**src/rtl/turn_sequencer_if.sv**
```systemverilog
// Handshake bundle between the turn sequencer, the two move sources and the board-update logic.
// master = sequencer side, slave = front ends / link / board logic.
interface turn_sequencer_if;
   logic                  start;
   logic                  local_is_black;
   logic                  local_move_ready;
   logic [7:0]            local_move;
   logic                  remote_move_ready;
   logic [7:0]            remote_move;
   logic [8:0][8:0][1:0]  board;
   logic                  apply_done;
   logic                  local_turn;
   logic                  remote_turn;
   logic                  apply_valid;
   logic [7:0]            apply_move;
   logic [1:0]            apply_color;
   logic                  reject;
   logic                  game_over;
   logic [1:0]            current_color;
   logic [7:0]            move_count;
   logic [1:0]            pass_count;

   modport master (
      input  start, local_is_black, local_move_ready, local_move,
             remote_move_ready, remote_move, board, apply_done,
      output local_turn, remote_turn, apply_valid, apply_move, apply_color,
             reject, game_over, current_color, move_count, pass_count
   );

   modport slave (
      output start, local_is_black, local_move_ready, local_move,
             remote_move_ready, remote_move, board, apply_done,
      input  local_turn, remote_turn, apply_valid, apply_move, apply_color,
             reject, game_over, current_color, move_count, pass_count
   );
endinterface

```
**src/rtl/turn_sequencer.sv**
```systemverilog
// Go game-flow controller: turn grants, move legality, apply handshake,
// per-turn timeout (forced pass) and end of game on two consecutive passes.
module turn_sequencer #(
   parameter int              TO_W           = 26,
   parameter logic [TO_W-1:0] TIMEOUT_CYCLES = 26'd50_000_000
) (
   input  logic             clk_in,
   input  logic             reset,
   turn_sequencer_if.master bus
);
   typedef enum logic [6:0] {
      IDLE      = 7'b0000001,
      GRANT     = 7'b0000010,
      CHECK     = 7'b0000100,
      APPLY     = 7'b0001000,
      WAIT_DONE = 7'b0010000,
      SWITCH    = 7'b0100000,
      OVER      = 7'b1000000
   } state_t;

   localparam logic [1:0] BLACK = 2'b01;
   localparam logic [1:0] WHITE = 2'b10;
   localparam logic [7:0] PASS  = 8'hFF;

   state_t          state;
   logic            lib;
   logic [TO_W-1:0] timer;
   logic [7:0]      mv;
   logic            illegal_q;

   logic       owner_local;
   logic       own_ready;
   logic [7:0] own_move;
   logic       occupied;
   logic       illegal;

   assign owner_local = (bus.current_color == BLACK) == lib;
   assign own_ready   = owner_local ? bus.local_move_ready : bus.remote_move_ready;
   assign own_move    = owner_local ? bus.local_move : bus.remote_move;

   // Legality is resolved in GRANT so reject can be a registered pulse during CHECK.
   always_comb begin
      occupied = 1'b0;
      for (int r = 0; r < 9; r++)
         for (int c = 0; c < 9; c++)
            if (own_move[7:4] == 4'(r) && own_move[3:0] == 4'(c) && bus.board[r][c] != 2'b00)
               occupied = 1'b1;
      illegal = (own_move != PASS) &&
                (own_move[7:4] > 4'd8 || own_move[3:0] > 4'd8 || occupied);
   end

   always_ff @(posedge clk_in or posedge reset) begin
      if (reset) begin
         state             <= IDLE;
         lib               <= 1'b0;
         timer             <= '0;
         mv                <= 8'h00;
         illegal_q         <= 1'b0;
         bus.local_turn    <= 1'b0;
         bus.remote_turn   <= 1'b0;
         bus.apply_valid   <= 1'b0;
         bus.apply_move    <= 8'h00;
         bus.apply_color   <= 2'b00;
         bus.reject        <= 1'b0;
         bus.game_over     <= 1'b0;
         bus.current_color <= 2'b00;
         bus.move_count    <= 8'd0;
         bus.pass_count    <= 2'd0;
      end else begin
         bus.apply_valid <= 1'b0;
         bus.reject      <= 1'b0;
         case (state)
            IDLE, OVER: if (bus.start) begin
               state             <= GRANT;
               lib               <= bus.local_is_black;
               timer             <= '0;
               bus.current_color <= BLACK;
               bus.move_count    <= 8'd0;
               bus.pass_count    <= 2'd0;
               bus.game_over     <= 1'b0;
               bus.local_turn    <= bus.local_is_black;
               bus.remote_turn   <= ~bus.local_is_black;
            end
            GRANT: begin
               if (own_ready || timer == TIMEOUT_CYCLES - 1'b1) begin
                  state           <= CHECK;
                  mv              <= own_ready ? own_move : PASS;
                  illegal_q       <= own_ready && illegal;
                  bus.reject      <= own_ready && illegal;
                  bus.local_turn  <= 1'b0;
                  bus.remote_turn <= 1'b0;
               end else begin
                  timer <= timer + 1'b1;
               end
            end
            CHECK: begin
               if (mv == PASS) begin
                  bus.pass_count <= bus.pass_count + 2'd1;
                  if (bus.pass_count == 2'd1) begin
                     state         <= OVER;
                     bus.game_over <= 1'b1;
                  end else begin
                     state <= SWITCH;
                  end
               end else if (illegal_q) begin
                  state           <= GRANT;
                  timer           <= '0;
                  bus.local_turn  <= owner_local;
                  bus.remote_turn <= ~owner_local;
               end else begin
                  state           <= APPLY;
                  bus.pass_count  <= 2'd0;
                  bus.apply_valid <= 1'b1;
                  bus.apply_move  <= mv;
                  bus.apply_color <= bus.current_color;
               end
            end
            APPLY: state <= WAIT_DONE;
            WAIT_DONE: if (bus.apply_done) begin
               state <= SWITCH;
               if (bus.move_count != 8'hFF) bus.move_count <= bus.move_count + 8'd1;
            end
            SWITCH: begin
               state             <= GRANT;
               timer             <= '0;
               bus.current_color <= (bus.current_color == BLACK) ? WHITE : BLACK;
               // Next owner is local iff the incoming colour (black when leaving white) matches lib.
               bus.local_turn    <= (bus.current_color == WHITE) == lib;
               bus.remote_turn   <= (bus.current_color == WHITE) != lib;
            end
            default: state <= IDLE;
         endcase
      end
   end
endmodule

```
**src/flat_wrapper.sv**
```systemverilog
// flat-port wrapper written by rule: the top's interface ports become plain ports
module turn_sequencer_flat 
#(
   parameter int              TO_W           = 26,
   parameter logic [TO_W-1:0] TIMEOUT_CYCLES = 26'd50_000_000
)
  (clk_in, reset, bus_start, bus_local_is_black, bus_local_move_ready, bus_local_move, bus_remote_move_ready, bus_remote_move, bus_board, bus_apply_done, bus_local_turn, bus_remote_turn, bus_apply_valid, bus_apply_move, bus_apply_color, bus_reject, bus_game_over, bus_current_color, bus_move_count, bus_pass_count);
  turn_sequencer_if bus_i ();
  input  logic clk_in;
  input  logic reset;
  input wire logic [$bits(bus_i.start)-1:0] bus_start;
  input wire logic [$bits(bus_i.local_is_black)-1:0] bus_local_is_black;
  input wire logic [$bits(bus_i.local_move_ready)-1:0] bus_local_move_ready;
  input wire logic [$bits(bus_i.local_move)-1:0] bus_local_move;
  input wire logic [$bits(bus_i.remote_move_ready)-1:0] bus_remote_move_ready;
  input wire logic [$bits(bus_i.remote_move)-1:0] bus_remote_move;
  input wire logic [$bits(bus_i.board)-1:0] bus_board;
  input wire logic [$bits(bus_i.apply_done)-1:0] bus_apply_done;
  output wire logic [$bits(bus_i.local_turn)-1:0] bus_local_turn;
  output wire logic [$bits(bus_i.remote_turn)-1:0] bus_remote_turn;
  output wire logic [$bits(bus_i.apply_valid)-1:0] bus_apply_valid;
  output wire logic [$bits(bus_i.apply_move)-1:0] bus_apply_move;
  output wire logic [$bits(bus_i.apply_color)-1:0] bus_apply_color;
  output wire logic [$bits(bus_i.reject)-1:0] bus_reject;
  output wire logic [$bits(bus_i.game_over)-1:0] bus_game_over;
  output wire logic [$bits(bus_i.current_color)-1:0] bus_current_color;
  output wire logic [$bits(bus_i.move_count)-1:0] bus_move_count;
  output wire logic [$bits(bus_i.pass_count)-1:0] bus_pass_count;
  assign bus_i.start = bus_start;
  assign bus_i.local_is_black = bus_local_is_black;
  assign bus_i.local_move_ready = bus_local_move_ready;
  assign bus_i.local_move = bus_local_move;
  assign bus_i.remote_move_ready = bus_remote_move_ready;
  assign bus_i.remote_move = bus_remote_move;
  assign bus_i.board = bus_board;
  assign bus_i.apply_done = bus_apply_done;
  assign bus_local_turn = bus_i.local_turn;
  assign bus_remote_turn = bus_i.remote_turn;
  assign bus_apply_valid = bus_i.apply_valid;
  assign bus_apply_move = bus_i.apply_move;
  assign bus_apply_color = bus_i.apply_color;
  assign bus_reject = bus_i.reject;
  assign bus_game_over = bus_i.game_over;
  assign bus_current_color = bus_i.current_color;
  assign bus_move_count = bus_i.move_count;
  assign bus_pass_count = bus_i.pass_count;
  turn_sequencer #(.TO_W(TO_W), .TIMEOUT_CYCLES(TIMEOUT_CYCLES)) u_core (.clk_in(clk_in), .reset(reset), .bus(bus_i));
endmodule
```
**config.mk**
```make
export PLATFORM = sky130hd
export DESIGN_NAME = turn_sequencer_flat
export DESIGN_NICKNAME = d
export VERILOG_FILES = /design/src/rtl/turn_sequencer_if.sv /design/src/rtl/turn_sequencer.sv /design/src/flat_wrapper.sv
export SDC_FILE = /design/constraint.sdc
export NUM_CORES = 1
export LEC_CHECK = 0
export ABC_CLOCK_PERIOD_IN_PS = 2800
export BUFFER_PORTS_ARGS = -buffer_cell sky130_fd_sc_hd__buf_2
export CORE_MARGIN = 5
export CORE_UTILIZATION = 25
export DETAILED_ROUTE_END_ITERATION = 10
export PLACE_DENSITY = 0.45
export SLEW_MARGIN = 20
export SYNTH_ARGS = -nofsm -noshare
export SYNTH_HDL_FRONTEND = slang
export SYNTH_SLANG_ARGS = --single-unit
```
**constraint.sdc**
```tcl
create_clock -name clk_in -period 2.8 [get_ports clk_in]
set_clock_uncertainty 0.05 [all_clocks]
set_input_delay 0.28 -clock clk_in [delete_from_list [all_inputs] [get_ports clk_in]]
set_output_delay 0.28 -clock clk_in [all_outputs]
set_load 0.02 [all_outputs]
```
# --- Word-level counts from Yosys, hierarchy flattened ---
# Cells that the tools add are included.
totals:
  romBits: 0
  mem_count: 0
  ff_bits: 70
  latch_bits: 0
  wordCells: 457
  mem_bits_rw: 0
op_classes:
  n_reduce_logical: 265
  order_cmp: 2
  addsub: 3
  shift: 0
  n_div: 0
  bitwise: 4
  n_mul: 0
  eq_ne: 43
  mux: 125
ops:
  columns: ["op", "n"]
  rows:
  - ["$reduce_bool A2 Y1", 84]
  - ["$logic_and A1 B1 Y1", 164]
  - ["$mux W26", 4]
  - ["$pmux W26 S4", 1]
  - ["$mux W1", 97]
  - ["$pmux W7 S6", 1]
  - ["$mux W8", 5]
  - ["$mux W7", 5]
  - ["$eq A4 B3 Y1 const B", 8]
  - ["$add A26 B1 Y26 const B", 1]
  - ["$eq A26 B26 Y1 const B", 1]
  - ["$eq A4 B2 Y1 const B", 4]
  - ["$ne A8 B8 Y1 const B", 2]
  - ["$pmux W8 S2", 1]
  - ["$mux W2", 5]
  - ["$ne A2 B1 Y1 const B", 5]
  - ["$reduce_and A5 Y1", 2]
  - ["$reduce_and A3 Y1", 3]
  - ["$add A8 B1 Y8 const B", 1]
  - ["$eq A4 B1 Y1 const B", 2]
  - ["$eq A4 B4 Y1 const B", 2]
  - ["$eq A8 B8 Y1 const B", 1]
  - ["$gt A4 B4 Y1 const B", 2]
  - ["$logic_not A4 Y1", 2]
  - ["24 further kinds", 39]

# --- Logic depth before layout (Yosys ltp) ---
depth:
  ltp_word: 92
  mapped_depth: 12

# --- Least setup slack after synthesis ---
# OpenSTA, ideal clock, no wires.
synth_path:
  path_kind: "reg2reg"
  from: "reg u_core.bus.current_color[1] (netlist name)"
  to: "reg u_core.illegal_q"
  synth_period_minus_slack_ns: 2.711
  path_slack_ns: 0.089
  stages_incl_launch_ff: 10
  t_arrival_ns: 2.532
  cell_sequence: "dfrtp_1 -> nand2b_4 -> xor2_2 -> mux2i_1 -> o22ai_1 -> nor4_1 -> a21oi_1 -> nor4_1 -> a31oi_1 -> o21bai_1"
synth_via:
  elab_chain_cells: 90
  word_cells_on_any_way: 274
synth_rtl:
  columns: ["item", "line", "text"]
  rows:
  - ["start, declared", "turn_sequencer_if.sv:27", "reject, game_over, current_color, move_count, pass_count"]
  - ["start signal, assigned", "turn_sequencer.sv:126", "bus.current_color <= (bus.current_color == BLACK) ? WHITE : BLACK;"]
  - ["$eq A2 B1 Y1 (*)", "turn_sequencer.sv:37", "assign owner_local = (bus.current_color == BLACK) == lib;"]
  - ["$eq A1 B1 Y1 (*)", "turn_sequencer.sv:37", null]
  - ["$mux W8", "turn_sequencer.sv:39", "assign own_move = owner_local ? bus.local_move : bus.remote_move;"]
  - ["$logic_not A4 Y1", "turn_sequencer.sv:46", "if (own_move[7:4] == 4'(r) && own_move[3:0] == 4'(c) && bus.board[r][c] != 2'b00)"]
  - ["$logic_and A1 B1 Y1 (2 in series)", "turn_sequencer.sv:46", null]
  - ["$mux W1 (81 in series)", "turn_sequencer.sv:46", null]
  - ["$logic_or A1 B1 Y1", "turn_sequencer.sv:49", "(own_move[7:4] > 4'd8 || own_move[3:0] > 4'd8 || occupied);"]
  - ["$logic_and A1 B1 Y1", "turn_sequencer.sv:48", "illegal = (own_move != PASS) &&"]
  - ["$logic_and A1 B1 Y1", "turn_sequencer.sv:88", "illegal_q <= own_ready && illegal;"]
  - ["end signal, assigned", "turn_sequencer.sv:88", null]
  - ["end, declared", "turn_sequencer.sv:29", "logic illegal_q;"]
# Mark *: on every way between the ends. The rest lies on a longest branch, timed or not.
# A chain may end at the register's enable or synchronous reset.

# --- Final worst setup path ---
# Same ends and word-level chain as after synthesis.

==> metrics.yaml <==
clocking:
  cts_root_buf: "clkbuf_16"
  clkTransAtPathRegs_ns: 0.06
  clkSinkCount: 70
  cts_max_level: 3
  cts_buffer_depth: 2
  cts_buffers: 9
  insertion_delay_ns: 0.33
  cts_tree: "built"
floorplanning:
  ios: 212
  dieArea_sq_um: 23650
  die_y_um: 153.8
  chipWidth_um: 153.8
  core.rowCount: 52
  start_util_pct: 25.46
  coreArea_sq_um: 20300
grt:
  overflow: 0
  grt_pass1_wl_um: 32640
  first_global_vias: 6162
  grt_max_degree: 26
  grt.total_usage_pct: 17.22
  antenna_found_initial: 3
synthesis:
  synth_edf_count: 0
  synth.distinct_cells: 66
  async_flop_share_pct: 100.0
  seq_area_frac_synth_pct: 33.92
  netlist.area_leader.share_pct: 33.41
  synthFlopType: "dfrtp_1"
  ys_warn_count: 0
  synthCells: 658
  synth_nets: 846
  synth_area_per_cell_sq_um: 7.853
  ys_ff_latch: 70
  synth.most_common_cell: "nor2_1"
  netlist_top_cells_area: "dfrtp_1, nor2_1, mux2i_1"
  synth_top_cell_by_area: "dfrtp_1"
  syn-cell-area_sq_um: 5167
  yosys-top-cells-count: "nor2_1, dfrtp_1, nand2_1"
min_path:
  hold_path_class: "in -> reg"
  whs_path_depth: 3
power:
  netSwitchingPower_w: 0.001752
  clockPowerShare_pct: 26.6
  powerDensity_nw_per_um2: 642.8
  seq_power_share_pct: 29.2
  leakage_nw: 3.464
  design_power_total_w: 0.004645
  comb_power_share_pct: 44.2
  switching_share_pct: 37.72
  internal_power_w: 0.002893
  ir_drop_mv: 0.3151
sta:
  hold_ws_ns: 0.1480
  setup_viol: 0
  period_minus_slack_ns: 2.654
  slew_headroom_pct: 37.19
  finalCritPeriodShare_pct: 94.77
  hold_violations: 0
  tightest_slew_ns: 0.9184
  rsz0062_at_grt: "true"
  finalMaxSlewViolations: 0
  fmaxAchievable_mhz: 376.9
  setup_tns_ns: 0
setup_path:
  r2r_cells: 11
  worstSetupPathType: "reg -> reg"
  crit_required_ns: 2.97
  crit_chain: "nand2b_4 > xnor2_4 > buf_12 > mux2i_1 > buf_4 > o22ai_1 > nor3_2 > a21oi_1 > nor4_2 > a31oi_1 > o21bai_1"
  cpPeakStageDelay_ns: 0.37
  worstPathArrival_ns: 2.82
  crit_fanout: 10
  cp-end-kind: "flop"
  start_kind: "flop"
  cpMaxStageDelayCell: "dfrtp_1"
cells_and_area:
  nets: 1088
  area_delta_synth_final_pct: 39.85
  drive_above_1_share_pct: 34.03
drt:
  drcViolationCount: 0
  antenna_left: 0
  via_per_inst: 4.913
  wl_um: 21040
  wl_per_cell_um: 17.86
  vias: 5788
  drtPass1Iterations: 4
  drt_iter0_markers: 311
run:
  maxCapViolations: 0
placed_design:
  globalplace.congestion: 0.9132
  hpwl_um: 17280
  port_buffers: 211
status:
  outcome: "finished, final reports clean"
-- worst max-delay path, delay by kind of cell (launching register included) --
kind                      cells  cell delay [ns]
AOI/OAI and AO/OA             4             0.54
xor gates and xnor gates      1             0.25
buffers and inverters         2             0.37
DFF                           1             0.37
muxes                         1             0.25
and+or+nand+nor               3             0.69
-- flip-flops by register name, indices dropped and copies added, names as in the netlist, 2 cells and up --
signal and flops:
u_core.bus.move_count 8, u_core.bus.apply_color 2, u_core.state 7, u_core.bus.current_color 2, u_core.timer 26, u_core.bus.apply_move 8, u_core.mv 8, u_core.bus.pass_count 2
-- layer usage --
metal  up-vias  wire length [um]  global-route usage (%)
li1       2868                 -                       -
met1      2682              8856                   21.04
met2       207             10560                   30.75
met3        31              1032                   2.670
met4         0               593                   5.971
met5         -                 0                       0
-- power groups by stage --
stage	registers, W	clock network, W	logic, W
3_3_place_gp	0.00138	0	0.00192
2_1_floorplan	0.00138	0	0.00110
4_1_cts	0.00136	0.00127	0.00192
5_1_grt	0.00138	0.00131	0.00222
3_5_place_dp	0.00138	0	0.00191
6_report	0.00136	0.00123	0.00205
-- layout make-up --
class	count	area (sq um)
Fill cell	2158	13070
Multi-Input combinational cell	542	3263
Sequential cell	70	1753
Timing Repair Buffer	259	1474
Tap cell	270	337.8
Clock buffer	10	239.0
Clock inverter	6	85.08
Inverter	18	67.56
Antenna cell	3	7.507
-- cell families after synthesis --
group                    after synthesis  share of synthesized area [%]
AND/OR/NAND/NOR                      343                          32.18
AO/OA/AOI/OAI                        132                          16.95
flip-flops                            70                          33.92
buffers and inverters                 46                          3.656
multiplexers                          34                          6.973
XOR/XNOR                              30                          5.593
adder cells (fa/ha/maj)                3                         0.7265
-- layout by cell type (no fill, tap or decap), types with 3 or more instances in the layout --
cell,n
o21ai_0,28
inv_1,17
ha_1,3
o311ai_0,5
o22ai_1,23
or3_1,7
mux2i_2,4
clkbuf_16,10
nor3_1,28
nand4_1,8
o31ai_1,3
and3_1,9
buf_12,3
o211ai_1,3
or2_2,3
a31oi_1,6
buf_4,43
dfrtp_1,69
and4_1,3
diode_2,3
mux2i_1,17
o221ai_1,15
xor2_1,20
a21oi_1,22
xnor2_1,8
nand3b_1,4
o22a_1,3
nor4_1,13
nand4b_1,3
nand3_1,27
nand2_1,48
nand2b_1,13
nor3b_1,6
mux2_2,13
nor2_1,152
nor2b_1,4
buf_2,211
a21o_1,4
-- metrics by stage --
stage | area (sq um) | utilization, % | setup slack (ns) | cells
floorplan | 5167 | - | 0.08855 | 658
finish | 7227 | 35.60 | 0.1465 | 1178
global route | 7224 | 35.59 | -0.006930 | 1177
global placement | 6774 | 33.37 | 0.1219 | 1149
detailed placement | 6774 | 33.37 | 0.02191 | 1149
CTS | 7108 | 35.02 | 0.01362 | 1166
-- worst paths after layout --
kind,slack (ns),to,startpoint
worst max-delay path,0.15,u_core.illegal_q$_DFFE_PP0P_,u_core.bus.current_color[1]$_DFFE_PP0P_
worst min-delay path,0.15,u_core.lib$_DFFE_PP0P_,bus_local_is_black
worst max register to register,0.15,u_core.illegal_q$_DFFE_PP0P_,u_core.bus.current_color[1]$_DFFE_PP0P_
min in group asynchronous,0.50,u_core.mv[0]$_DFFE_PP0P_,reset
max in group asynchronous,1.42,u_core.state[0]$_DFFE_PP1P_,reset
worst min register to register,0.42,u_core.bus.game_over$_DFFE_PP0P_,u_core.bus.game_over$_DFFE_PP0P_
-- what timing repair did --
action / 4_1_cts / 5_1_grt
endpoints found under the hold margin: 22 / 0
buffers inserted: 0 / 8
endpoints found under the setup margin: 0 / 2
resized for setup: 0 / 6
hold buffers: 1 / 0
(Power assumes the default switching activity.)
